### config.mk
export PLATFORM = sky130hd
export DESIGN_NAME = pc_sequencer
export DESIGN_NICKNAME = d
export VERILOG_FILES = /design/src/rtl/pc_sequencer.sv
export SDC_FILE = /design/constraint.sdc
export NUM_CORES = 1
export LEC_CHECK = 0
export CORE_MARGIN = 4
export CORE_UTILIZATION = 35
export CTS_BUF_LIST = sky130_fd_sc_hd__clkbuf_4 sky130_fd_sc_hd__clkbuf_8
export CTS_CLUSTER_DIAMETER = 60
export DETAILED_ROUTE_END_ITERATION = 8
export GPL_TIMING_DRIVEN = 1
export HOLD_SLACK_MARGIN = 0.05
export PLACE_DENSITY = 0.64
export SLEW_MARGIN = 0
export SYNTH_ARGS = -nofsm -noshare
export SYNTH_HDL_FRONTEND = slang
export SYNTH_SLANG_ARGS = --single-unit
### constraint.sdc
create_clock -name clk -period 2.19 [get_ports clk]
set_clock_uncertainty 0.05 [all_clocks]
set_input_delay 0.438 -clock clk [delete_from_list [all_inputs] [get_ports clk]]
set_output_delay 0.438 -clock clk [all_outputs]
set_load 0.05 [all_outputs]
### src/rtl/pc_sequencer.sv
// Program counter and IDLE/RUN/HALTED run control for the single-cycle CPU.
// Resolves decoder branch requests against ALU flags; also counts retired instructions and FIFO stalls.
package cpuPkg;
  localparam int PC_W = 16;

  typedef enum logic [3:0] {
    BR_NONE = 4'd0,
    BR_JUMP = 4'd1,
    BR_C    = 4'd2,
    BR_NC   = 4'd3,
    BR_N    = 4'd4,
    BR_P    = 4'd5,
    BR_Z    = 4'd6,
    BR_NZ   = 4'd7,
    BR_O    = 4'd8,
    BR_NO   = 4'd9,
    BR_FIFO = 4'd10
  } Branch;
endpackage

module pc_sequencer
  import cpuPkg::*;
#(
  parameter int                  PC_WIDTH    = cpuPkg::PC_W,
  parameter logic [PC_WIDTH-1:0] RESET_PC    = '0,
  parameter int                  STALL_LIMIT = 255
) (
  input  logic                       clk,
  input  logic                       rst,
  input  logic                       start,
  input  Branch                      branch_type,
  input  logic signed [PC_WIDTH-1:0] pc_offset,
  input  logic                       halt,
  input  logic                       flag_c,
  input  logic                       flag_n,
  input  logic                       flag_z,
  input  logic                       flag_o,
  output logic [PC_WIDTH-1:0]        pc,
  output logic                       run,
  output logic                       halted,
  output logic [31:0]                retired,
  output logic [15:0]                stall_cnt,
  output logic                       stall_timeout
);

  typedef enum logic [1:0] {
    S_IDLE   = 2'd0,
    S_RUN    = 2'd1,
    S_HALTED = 2'd2
  } state_t;

  localparam logic [PC_WIDTH-1:0] PC_ONE    = {{(PC_WIDTH-1){1'b0}}, 1'b1};
  localparam logic [15:0]         LIMIT     = 16'(STALL_LIMIT);
  localparam logic [15:0]         STALL_MAX = 16'hFFFF;

  state_t              state;
  state_t              state_next;
  logic [PC_WIDTH-1:0] pc_inc;
  logic [PC_WIDTH-1:0] pc_target;
  logic [PC_WIDTH-1:0] next_pc;
  logic                start_accept;
  logic                in_run;
  logic                fifo_stall;
  logic [15:0]         stall_inc;

  // Unconditional jumps and unknown encodings are folded in here; BR_FIFO is handled by the caller.
  function automatic logic branch_taken(input Branch b, input logic c, input logic n,
                                        input logic z, input logic o);
    logic t;
    t = 1'b0;
    case (b)
      BR_JUMP: t = 1'b1;
      BR_C:    t = c;
      BR_NC:   t = ~c;
      BR_N:    t = n;
      BR_P:    t = ~n & ~z;
      BR_Z:    t = z;
      BR_NZ:   t = ~z;
      BR_O:    t = o;
      BR_NO:   t = ~o;
      default: t = 1'b0;
    endcase
    return t;
  endfunction

  function automatic logic [15:0] sat_inc16(input logic [15:0] v);
    return (v == STALL_MAX) ? STALL_MAX : v + 16'd1;
  endfunction

  assign in_run       = (state == S_RUN);
  assign start_accept = start && (state == S_IDLE || state == S_HALTED);
  // halt overrides any branch, so a halting cycle never counts as a FIFO stall
  assign fifo_stall   = in_run && !halt && (branch_type == BR_FIFO);
  assign stall_inc    = sat_inc16(stall_cnt);

  // Offset is two's-complement; adding its raw bits gives the modulo-2^PC_WIDTH result.
  assign pc_inc    = pc + PC_ONE;
  assign pc_target = pc + $unsigned(pc_offset);

  always_comb begin
    next_pc = pc_inc;
    if (branch_type == BR_FIFO) begin
      next_pc = pc;
    end else if (branch_taken(branch_type, flag_c, flag_n, flag_z, flag_o)) begin
      next_pc = pc_target;
    end
  end

  always_ff @(posedge clk) begin
    if (rst) begin
      state <= S_IDLE;
    end else begin
      state <= state_next;
    end
  end

  always_comb begin
    state_next = state;
    case (state)
      S_IDLE:   if (start) state_next = S_RUN;
      S_RUN:    if (halt)  state_next = S_HALTED;
      S_HALTED: if (start) state_next = S_RUN;
      default:  state_next = S_IDLE;
    endcase
  end

  always_comb begin
    run    = (state == S_RUN);
    halted = (state == S_HALTED);
  end

  always_ff @(posedge clk) begin
    if (rst) begin
      pc <= RESET_PC;
    end else begin
      case (state)
        S_IDLE:   if (start) pc <= RESET_PC;
        S_RUN:    if (!halt) pc <= next_pc;
        S_HALTED: if (start) pc <= pc_inc;
        default:  pc <= RESET_PC;
      endcase
    end
  end

  always_ff @(posedge clk) begin
    if (rst) begin
      retired <= 32'd0;
    end else if (in_run && !fifo_stall) begin
      retired <= retired + 32'd1;
    end
  end

  always_ff @(posedge clk) begin
    if (rst) begin
      stall_cnt     <= 16'd0;
      stall_timeout <= 1'b0;
    end else if (start_accept) begin
      stall_cnt     <= 16'd0;
      stall_timeout <= 1'b0;
    end else if (in_run) begin
      stall_cnt <= fifo_stall ? stall_inc : 16'd0;
      if (fifo_stall && stall_inc == LIMIT) begin
        stall_timeout <= 1'b1;
      end
    end
  end

endmodule

==> flow_summary.json <==
{
  "p_per_area_nw_per_um2": 457,
  "cts-buffers-inserted": 9,
  "coreArea_um2": 12200,
  "critPathCapture": "pc[15]",
  "synthFlopType": "dfxtp_1",
  "initialDrtViolationCount": 316,
  "rsz0062_at_grt": "yes",
  "cts.sinks": 67,
  "yosysWarnings": 0,
  "fmax_ghz": 0.448,
  "cp_top_family": "simple AND/OR/NAND/NOR gates",
  "drive_gt1_share_pct": 24.2,
  "synth_common_cells": "68 x nor2_1, 67 x dfxtp_1, 42 x nand2_1, 39 x o21ai_0, 33 x nand3_1",
  "dr.pass1.iters": 5,
  "finalCritPeriodShare_pct": 102,
  "synthMostInstantiatedCell": "nor2_1",
  "synth_seq_cells": 67,
  "cts-root-buf": "clkbuf_8",
  "die_h_um": 121,
  "ff2ff_setup_slack_ps": -10,
  "status": "finished with violations",
  "min_path_type": "register to register",
  "synth_top_area_cell": "dfxtp_1",
  "grt_start_max_net_pins": 38,
  "drv_slew": 0,
  "synth_area_leaders": "dfxtp_1 30%, ha_1 6.2%, xor2_1 6.1%",
  "worstReg2RegStart": "pc[1]",
  "rows": 40,
  "crit_path_end_kind": "register",
  "grt_pass1_wl_um": 21500,
  "dieArea_um2": 14600,
  "min-delay-start": "stall_timeout",
  "crit_buf_inv": 1,
  "path_clk_slew_ps": 70,
  "irDropWorstVdd_uv": 310,
  "synth_area_per_cell_um2": 7.94,
  "worst_pin_slew_ps": 518,
  "max_slew_margin_pct": 65.2,
  "floorplan.initialDensity_pct": 36.5,
  "synth_area_um2": 4450,
  "totalWireLength_um": 13400,
  "reg2regPathDepth": 8,
  "hold_viol": 0,
  "place_area_um2": 6120,
  "portBuffers": 94,
  "wl_per_cell_um": 15.0,
  "slowest_delay_ps": 410,
  "nNetsFinal": 772,
  "cp.required_ps": 2370,
  "worstReg2RegEnd": "pc[15]",
  "path_cells": "clkdlybuf4s50_1 -> ha_1 -> nand4_1 -> nor4_1 -> nor2_1 -> nand3b_1 -> a221oi_2 -> xnor2_1 -> a221o_1",
  "synthCells": 561,
  "startpoint": "pc_offset[10]",
  "hold_ws_ps": 442,
  "ios": 95,
  "yosysSeqAreaShare_pct": 30.1,
  "setup_slack_ps": -40.7,
  "clock_latency_ps": 340,
  "design_area_um2": 6610,
  "crit_type": "input pin to register",
  "critPathMaxFanout": 2,
  "cp_slowest_cell": "clkdlybuf4s50_1",
  "cts_max_level": 3,
  "die_w_um": 121,
  "clk_path_buf_depth": 2,
  "vias_per_cell": 5.30,
  "leakage_uw": 0.00277,
  "violations": "negative setup slack",
  "antenna_found_initial": 0,
  "cts_tree": "done",
  "finalSetupViolCount": 2,
  "synth_enable_flop_cells": 0,
  "drv_cap": 0,
  "cp.depth": 9,
  "grtUsageTotal_pct": 17.8,
  "p_total_uw": 3020,
  "grt-ovfl-total": 0,
  "globalplace.congestion": 0.890,
  "synthArstFlopShare_pct": 0,
  "drcViolationCount": 0,
  "synth_fp_nets": 612,
  "ant_nets": 0,
  "hold_buffers": 0,
  "dpl.hpwl_um": 10100,
  "post-route-min-period_ps": 2230,
  "areaGrowthSynthToFinish_pct": 48.4,
  "synth_top_area_share_pct": 30.1,
  "grt_pass1_vias": 4489,
  "start_kind": "input pin",
  "diodes": 0,
  "vias": 4736,
  "synth_cell_type_count": 74,
  "arrival_ps": 2410
}
## registers in the layout (all words and copies together) (netlist names)
signal	count
retired	32
pc	16
stall_cnt	16
state	2
stall_timeout	1
## layout make-up
cell class | count | area, µm²
fill | 1188 | 5600
timing repair buffer | 171 | 1560
tap | 168 | 210
clock inverter | 6 | 87.6
clock buffer | 10 | 131
sequential | 67 | 1390
inverter | 14 | 52.6
multi-input combinational | 458 | 3170
## through the flow
stage,utilization [%],instances,worst slack [ps],setup TNS (ps)
floorplan,-,561,-93.6,-281
global placement,50.1,873,-700,-16170
detailed placement,50.1,873,-778,-18440
finish,54.1,894,-40.7,-78.5
CTS,52.9,892,-15.7,-15.7
global route,54.1,894,-118,-389
## cells in the final DEF (no fill, tap or decap), types with 4 or more instances in the layout
cell type / netlist / final
xnor2_1: 12 / 12
a21o_1: 6 / 6
o21ai_1: 3 / 6
and2_1: 10 / 9
clkdlybuf4s50_1: 0 / 69
nand3_1: 33 / 32
dfxtp_1: 67 / 41
o21a_1: 4 / 4
dfxtp_4: 0 / 7
nor3_1: 9 / 7
dlymetal6s2s_1: 0 / 16
nand4_1: 19 / 19
and3_1: 17 / 14
ha_4: 0 / 7
nand2b_1: 10 / 10
buf_4: 1 / 77
nor2_1: 68 / 67
nor3b_1: 5 / 5
inv_1: 13 / 12
dlygate4sd2_1: 0 / 6
o21ai_0: 39 / 33
dfxtp_2: 0 / 19
a21oi_1: 32 / 29
xor2_1: 31 / 31
and4_1: 4 / 4
ha_1: 22 / 14
a22o_1: 6 / 6
or3_1: 6 / 6
a22oi_1: 7 / 7
o32ai_1: 4 / 4
clkbuf_8: 0 / 9
nand2_1: 42 / 40
## logic make-up (layout without fill, tap and decap cells)
kind of cell / after synthesis / count (layout) / synth area share, %
compound gates: 141 / 141 / 21.0
flops: 67 / 67 / 30.1
xor+xnor: 43 / 43 / 8.46
simple gates: 247 / 247 / 29.3
mux: 4 / 4 / 0.927
buf+inv: 36 / 201 / 3.51
fa+ha+maj: 23 / 23 / 6.63
## routing by layer
layer | vias to the layer above | global-route usage (%) | part of all wire [%]
met4 | 0 | 5.17 | 1.4
met5 | - | 0 | 0
met1 | 2245 | 23.6 | 47
met2 | 113 | 29.7 | 48
li1 | 2366 | - | -
met3 | 12 | 3.04 | 3.2
## worst min path at each step
stage	to	slack, ps	cells past startpoint
after floorplan	state[0]	440	2
after global placement	stall_timeout	420	2
after detailed placement	stall_timeout	430	2
after CTS	stall_timeout	440	2
after global routing	stall_timeout	470	2
final	stall_timeout	440	2
## worst register-to-register path, stage by stage (launching register included)
cell and delay, ps:
dfxtp_4 370, ha_4 250, a211oi_4 290, nor4_1 90
nor2_1 230, nand3b_1 150, a221oi_2 270, xnor2_1 110
a221o_1 290
## power by group
part / switching (µW) / internal [µW]
logic: 329 / 292
clock network: 500 / 657
registers: 16.6 / 1230
total: 846 / 2170
## repair_timing
action | 4_1_cts | 5_1_grt
pin swaps | 20 | 13
gates resized for setup | 27 | 40
setup buffers | 3 | 2
setup endpoints to repair | 26 | 34
gates cloned | 0 | 0
(Power assumes the default switching activity.)
